==> src/rtl/tcdm_port_rr_arbiter.sv <==
// tcdm_port_rr_arbiter: round-robin share of one TCDM master port, with in-order response routing.
module tcdm_port_rr_arbiter #(
    parameter int NB_REQ          = 2,
    parameter int ADDR_WIDTH      = 32,
    parameter int DATA_WIDTH      = 32,
    parameter int MAX_OUTSTANDING = 2
) (
    input  logic                         clk_i,
    input  logic                         rst_i,
    input  logic [NB_REQ-1:0]            req_i,
    input  logic [NB_REQ*ADDR_WIDTH-1:0] add_i,
    input  logic [NB_REQ-1:0]            wen_i,
    input  logic [NB_REQ*DATA_WIDTH-1:0] wdata_i,
    input  logic [NB_REQ*DATA_WIDTH/8-1:0] be_i,
    output logic [NB_REQ-1:0]            gnt_o,
    output logic [NB_REQ-1:0]            r_valid_o,
    output logic [DATA_WIDTH-1:0]        r_rdata_o,
    output logic                         req_o,
    output logic [ADDR_WIDTH-1:0]        add_o,
    output logic                         wen_o,
    output logic [DATA_WIDTH-1:0]        wdata_o,
    output logic [DATA_WIDTH/8-1:0]      be_o,
    input  logic                         gnt_i,
    input  logic                         r_valid_i,
    input  logic [DATA_WIDTH-1:0]        r_rdata_i,
    output logic                         busy_o
);
    localparam int IDW = (NB_REQ > 1) ? $clog2(NB_REQ) : 1;
    localparam int PW  = (MAX_OUTSTANDING > 1) ? $clog2(MAX_OUTSTANDING) : 1;
    localparam int CW  = $clog2(MAX_OUTSTANDING + 1);
    localparam int BW  = DATA_WIDTH / 8;

    logic [IDW-1:0] rr_ptr, winner, sel, head;
    logic [IDW-1:0] id_fifo [MAX_OUTSTANDING];
    logic [PW-1:0]  wr_ptr, rd_ptr;
    logic [CW-1:0]  count;
    logic           full, push, pop;

    // Scan downward so the index closest to rr_ptr is assigned last and wins.
    always_comb begin
        winner = '0;
        for (int k = NB_REQ - 1; k >= 0; k--) begin
            int j;
            j = int'(rr_ptr) + k;
            j = (j >= NB_REQ) ? j - NB_REQ : j;
            if (req_i[j]) winner = IDW'(j);
        end
    end

    assign full  = count == CW'(MAX_OUTSTANDING);
    assign req_o = (|req_i) & ~full;
    assign sel   = req_o ? winner : '0;
    assign push  = req_o & gnt_i;
    assign pop   = r_valid_i & (count != '0);
    assign head  = id_fifo[rd_ptr];

    always_comb begin
        add_o     = add_i[ADDR_WIDTH-1:0];
        wen_o     = wen_i[0];
        wdata_o   = wdata_i[DATA_WIDTH-1:0];
        be_o      = be_i[BW-1:0];
        gnt_o     = '0;
        r_valid_o = '0;
        for (int i = 0; i < NB_REQ; i++) begin
            if (sel == IDW'(i)) begin
                add_o   = add_i[i*ADDR_WIDTH +: ADDR_WIDTH];
                wen_o   = wen_i[i];
                wdata_o = wdata_i[i*DATA_WIDTH +: DATA_WIDTH];
                be_o    = be_i[i*BW +: BW];
            end
            gnt_o[i]     = push & (winner == IDW'(i));
            r_valid_o[i] = pop & (head == IDW'(i));
        end
    end

    assign r_rdata_o = r_rdata_i;
    assign busy_o    = (count != '0) | (|req_i);

    always_ff @(posedge clk_i) begin
        if (rst_i) begin
            rr_ptr <= '0;
            wr_ptr <= '0;
            rd_ptr <= '0;
            count  <= '0;
        end else begin
            if (push) begin
                rr_ptr <= (winner == IDW'(NB_REQ - 1)) ? '0 : winner + 1'b1;
                wr_ptr <= (wr_ptr == PW'(MAX_OUTSTANDING - 1)) ? '0 : wr_ptr + 1'b1;
            end
            if (pop) rd_ptr <= (rd_ptr == PW'(MAX_OUTSTANDING - 1)) ? '0 : rd_ptr + 1'b1;
            count <= count + CW'(push) - CW'(pop);
        end
    end

    always_ff @(posedge clk_i) begin
        if (push) id_fifo[wr_ptr] <= winner;
    end
endmodule

==> config.mk <==
export PLATFORM = sky130hd
export DESIGN_NAME = tcdm_port_rr_arbiter
export DESIGN_NICKNAME = d
export VERILOG_FILES = /design/src/rtl/tcdm_port_rr_arbiter.sv
export SDC_FILE = /design/constraint.sdc
export NUM_CORES = 1
export LEC_CHECK = 0
export CAP_MARGIN = 10
export CORE_AREA = 3 3 110 112
export CTS_CLUSTER_DIAMETER = 50
export DETAILED_ROUTE_END_ITERATION = 8
export DIE_AREA = 0 0 113 115
export DONT_BUFFER_PORTS = 1
export HOLD_SLACK_MARGIN = 0.15
export PLACE_DENSITY = 0.3
export SYNTH_ARGS = -nofsm -noshare
export SYNTH_HDL_FRONTEND = slang
export SYNTH_SLANG_ARGS = --single-unit
==> constraint.sdc <==
create_clock -name clk_i -period 4.5 [get_ports clk_i]
set_input_delay 0.225 -clock clk_i [delete_from_list [all_inputs] [get_ports clk_i]]
set_output_delay 0.225 -clock clk_i [all_outputs]
set_load 0.005 [all_outputs]
==> results_tabular.tex <==
\begin{tabular}{lr}
\hline
Metric & Value \\
\hline
\multicolumn{2}{l}{\textbf{Outcome}} \\
Outcome & finished, final reports clean \\
\multicolumn{2}{l}{\textbf{Yosys}} \\
Avg Cell Area, Syn & 9.93 um2 \\
Most instantiated library cell after synthesis & mux2\_2 \\
Post-synth net total & 330 \\
Most common library cells after synthesis & mux2\_2 (60), buf\_4 (32), nor2\_1 (12), mux2\_4 (10), dfxtp\_1 (6) \\
Async SR Flop Fraction & 0\% \\
Post-synth top area share & 44.8\% \\
Post-synth EDFFs & 2 \\
Register bit count reported by yosys & 8 \\
Most common flop cell mapped by yosys & dfxtp\_1 \\
Yosys Warn Count & 0 \\
Count of mapped cells out of synthesis & 152 \\
Sequential element share of the synthesized area & 11.9\% \\
Synth top area cells & mux2\_2 (45\%), buf\_4 (16\%), mux2\_4 (10\%) \\
Distinct cell type count of the synthesized netlist & 25 \\
Post-synthesis cell area & 1510 um2 \\
Cell taking the most area after synthesis & mux2\_2 \\
\multicolumn{2}{l}{\textbf{Hold path}} \\
Hold Path End & rr\_ptr \\
Path type of the worst min-delay path & in2reg \\
Worst Hold Path Cells & 2 \\
Source of the worst hold timing path & req\_i[0] \\
\multicolumn{2}{l}{\textbf{Global routing}} \\
Initial antenna violation count & 0 \\
Largest net degree at the start of global routing & 70 \\
Global Route Usage Sum & 4.64\% \\
Wire length of the first global-routing pass & 4650 um \\
Via count of the first global-routing pass & 918 \\
Total congestion overflow after global routing & 0 \\
\multicolumn{2}{l}{\textbf{Timing}} \\
Final worst path period share & 51.8\% \\
Pins over their slew limit & 0 \\
Remaining max-slew budget at the tightest pin & 36.6\% \\
Endpoints failing hold & 0 \\
Highest attainable clock frequency & 429 MHz \\
Setup TNS Final & 0 ns \\
Final setup viols & 0 \\
Hold slack final & 0.175 ns \\
Setup clock skew after layout & 0.00632 ns \\
Final critical-path required period & 2.33 ns \\
Worst-margin pin slew & 0.951 ns \\
Setup repair after global routing missed its margin & no \\
\multicolumn{2}{l}{\textbf{Pwr}} \\
Leakage power & 0.561 nW \\
Power Total & 0.000572 W \\
Worst vdd ir & 0.143 mV \\
P per Cell Area & 383 nW/um2 \\
\multicolumn{2}{l}{\textbf{Setup path}} \\
Setup CP Type & reg2out \\
Crit start category & flop \\
Reg2reg setup slack & 2.54 ns \\
Critical R2R Launch & count[1] \\
Top fanout value on the critical path & 69 \\
Number of cells on the worst reg-to-reg path & 8 \\
Critical path data required time & 4.28 ns \\
Element type at the critical path end & primary output \\
Capture point of the worst reg-to-reg path & count[1] \\
Arrival time reported for the critical path endpoint & 2.10 ns \\
\multicolumn{2}{l}{\textbf{Routing}} \\
Mean number of vias per cell & 3.95 \\
Met1 Wirelength & 1330 um \\
Count of antenna-violating nets left after detailed routing & 0 \\
Length of the first detailed-routing pass in iterations & 4 \\
Routed wire per std cell & 15.7 um \\
Routed length on met2 & 1950 um \\
Aggregate routed wire length & 4080 um \\
Post-detailed-route DRC marker count & 0 \\
Top layer in use & met4 \\
Total number of vias & 1026 \\
Met3 WL post-DR & 634 um \\
DRT iter0 DRCs & 10 \\
\multicolumn{2}{l}{\textbf{CTS}} \\
Clock-pin slew of the registers on the worst-case setup and hold paths & 0.04 ns \\
Clock tree root buffer cell & clkbuf\_16 \\
Buffers from clock root to sink, at most & 2 \\
Count of clock tree sinks & 8 \\
Htree depth & 1 \\
Clock insertion delay at the later pin of the skew report & 0.23 ns \\
Num CTS Buffers & 3 \\
Total setup buffers inserted after CTS & 0 \\
TritonCTS clock tree & built \\
\multicolumn{2}{l}{\textbf{Floorplan}} \\
DIE AREA & 13000 um2 \\
Initial Util & 13.3\% \\
Row count & 39 \\
Overall die height & 115 um \\
Floorplan core area & 11300 um2 \\
Die W & 113 um \\
Boundary pin count & 283 \\
\multicolumn{2}{l}{\textbf{Place}} \\
Total placed cells including tap cells & 256 \\
Port buffer count & 0 \\
Final Wtd Congestion & 0.700 \\
Detail Placement HPWL & 3600 um \\
\multicolumn{2}{l}{\textbf{Cells and area}} \\
Nets & 297 \\
Layout cell share with drive strength beyond 1 & 64.1\% \\
Number of diodes & 0 \\
Final standard cell count with taps included and fillers excluded & 260 \\
Area growth from synthesis to layout & -1.08\% \\
\multicolumn{2}{l}{\textbf{Run}} \\
Max cap viols & 0 \\
\hline
\end{tabular}
[worst max-delay path by stage]
stage	startpoint	depth (start not counted)	slack (ns)	endpoint
6_report	count[0]	3	2.17	add_o[9]
5_1_grt	count[0]	3	1.98	add_o[25]
4_1_cts	count[0]	3	2.13	add_o[9]
3_5_place_dp	count[0]	3	2.38	add_o[9]
3_3_place_gp	count[0]	3	2.41	add_o[9]
2_1_floorplan	count[1]	8	2.79	count[1]
[routing by layer]
metal  track usage [%]  up-vias
met4              2.88        0
met1              4.82      428
met2              7.98      142
li1                  -      434
met5                 0        -
met3              1.68       22
[layout by cell type, fill, tap and decap left out]
cell type / n
and3_1: 1
nor2_1: 12
inv_1: 3
xor2_1: 2
dfxtp_1: 6
mux2i_1: 1
nand3b_1: 1
nand2_1: 1
nand3_4: 1
o21ai_0: 1
nand2b_4: 1
ha_1: 2
mux2_2: 60
a31oi_1: 1
o21a_1: 1
mux2_4: 10
a41o_1: 1
nor3_1: 1
dlygate4sd3_1: 1
and2_1: 2
edfxtp_1: 2
clkbuf_16: 3
nand2b_1: 1
nor2b_1: 2
[power breakdown]
part	internal, W	leakage [nW]	switching (W)
Sequential	0.0000972	0.0684	0.0000174
Clock	0.000114	0.0370	0.0000332
Combinational	0.000167	0.455	0.000143
Total	0.000378	0.561	0.000193
[metrics by stage]
stage,util [%],cell area (um2),setup slack [ns]
2_1_floorplan,-,1510,2.79
3_3_place_gp,12.4,1410,2.41
3_5_place_dp,12.4,1410,2.38
4_1_cts,13.2,1490,2.13
5_1_grt,13.2,1490,1.98
6_report,13.2,1490,2.17
[repair_timing]
item | CTS | global route
hold buffers | 1 | 0
setup endpoints to repair | 0 | 0
hold endpoints to repair | 5 | 0
gates resized for setup | 0 | 0
[cell type report]
| type | instances | area (um2) |
|---|---|---|
| sequential | 8 | 180 |
| multi-input combinational | 102 | 1040 |
| clock buffer | 3 | 75.1 |
| tap | 143 | 179 |
| inverter | 3 | 11.3 |
| fill | 1281 | 9830 |
| timing repair buffer | 1 | 10.0 |
[critical path, stage by stage, from the launching register on]
cell	delay, ns
dfxtp_1	0.36
nand2b_4	0.18
nand3_4	0.69
mux2_2	0.61
[kinds of logic (layout without fill, tap and decap cells)]
logic type,after synthesis,count (layout),share of synthesized area [%]
xor gates and xnor gates,2,2,1.16
AOI/OAI and AO/OA,4,4,1.91
adders and majority gates,2,2,1.66
and+or+nand+nor,23,23,8.13
buffers and inverters,42,7,19.8
DFF,8,8,11.9
muxes,71,71,55.4
Note: power is estimated with default switching activity, not from simulation.
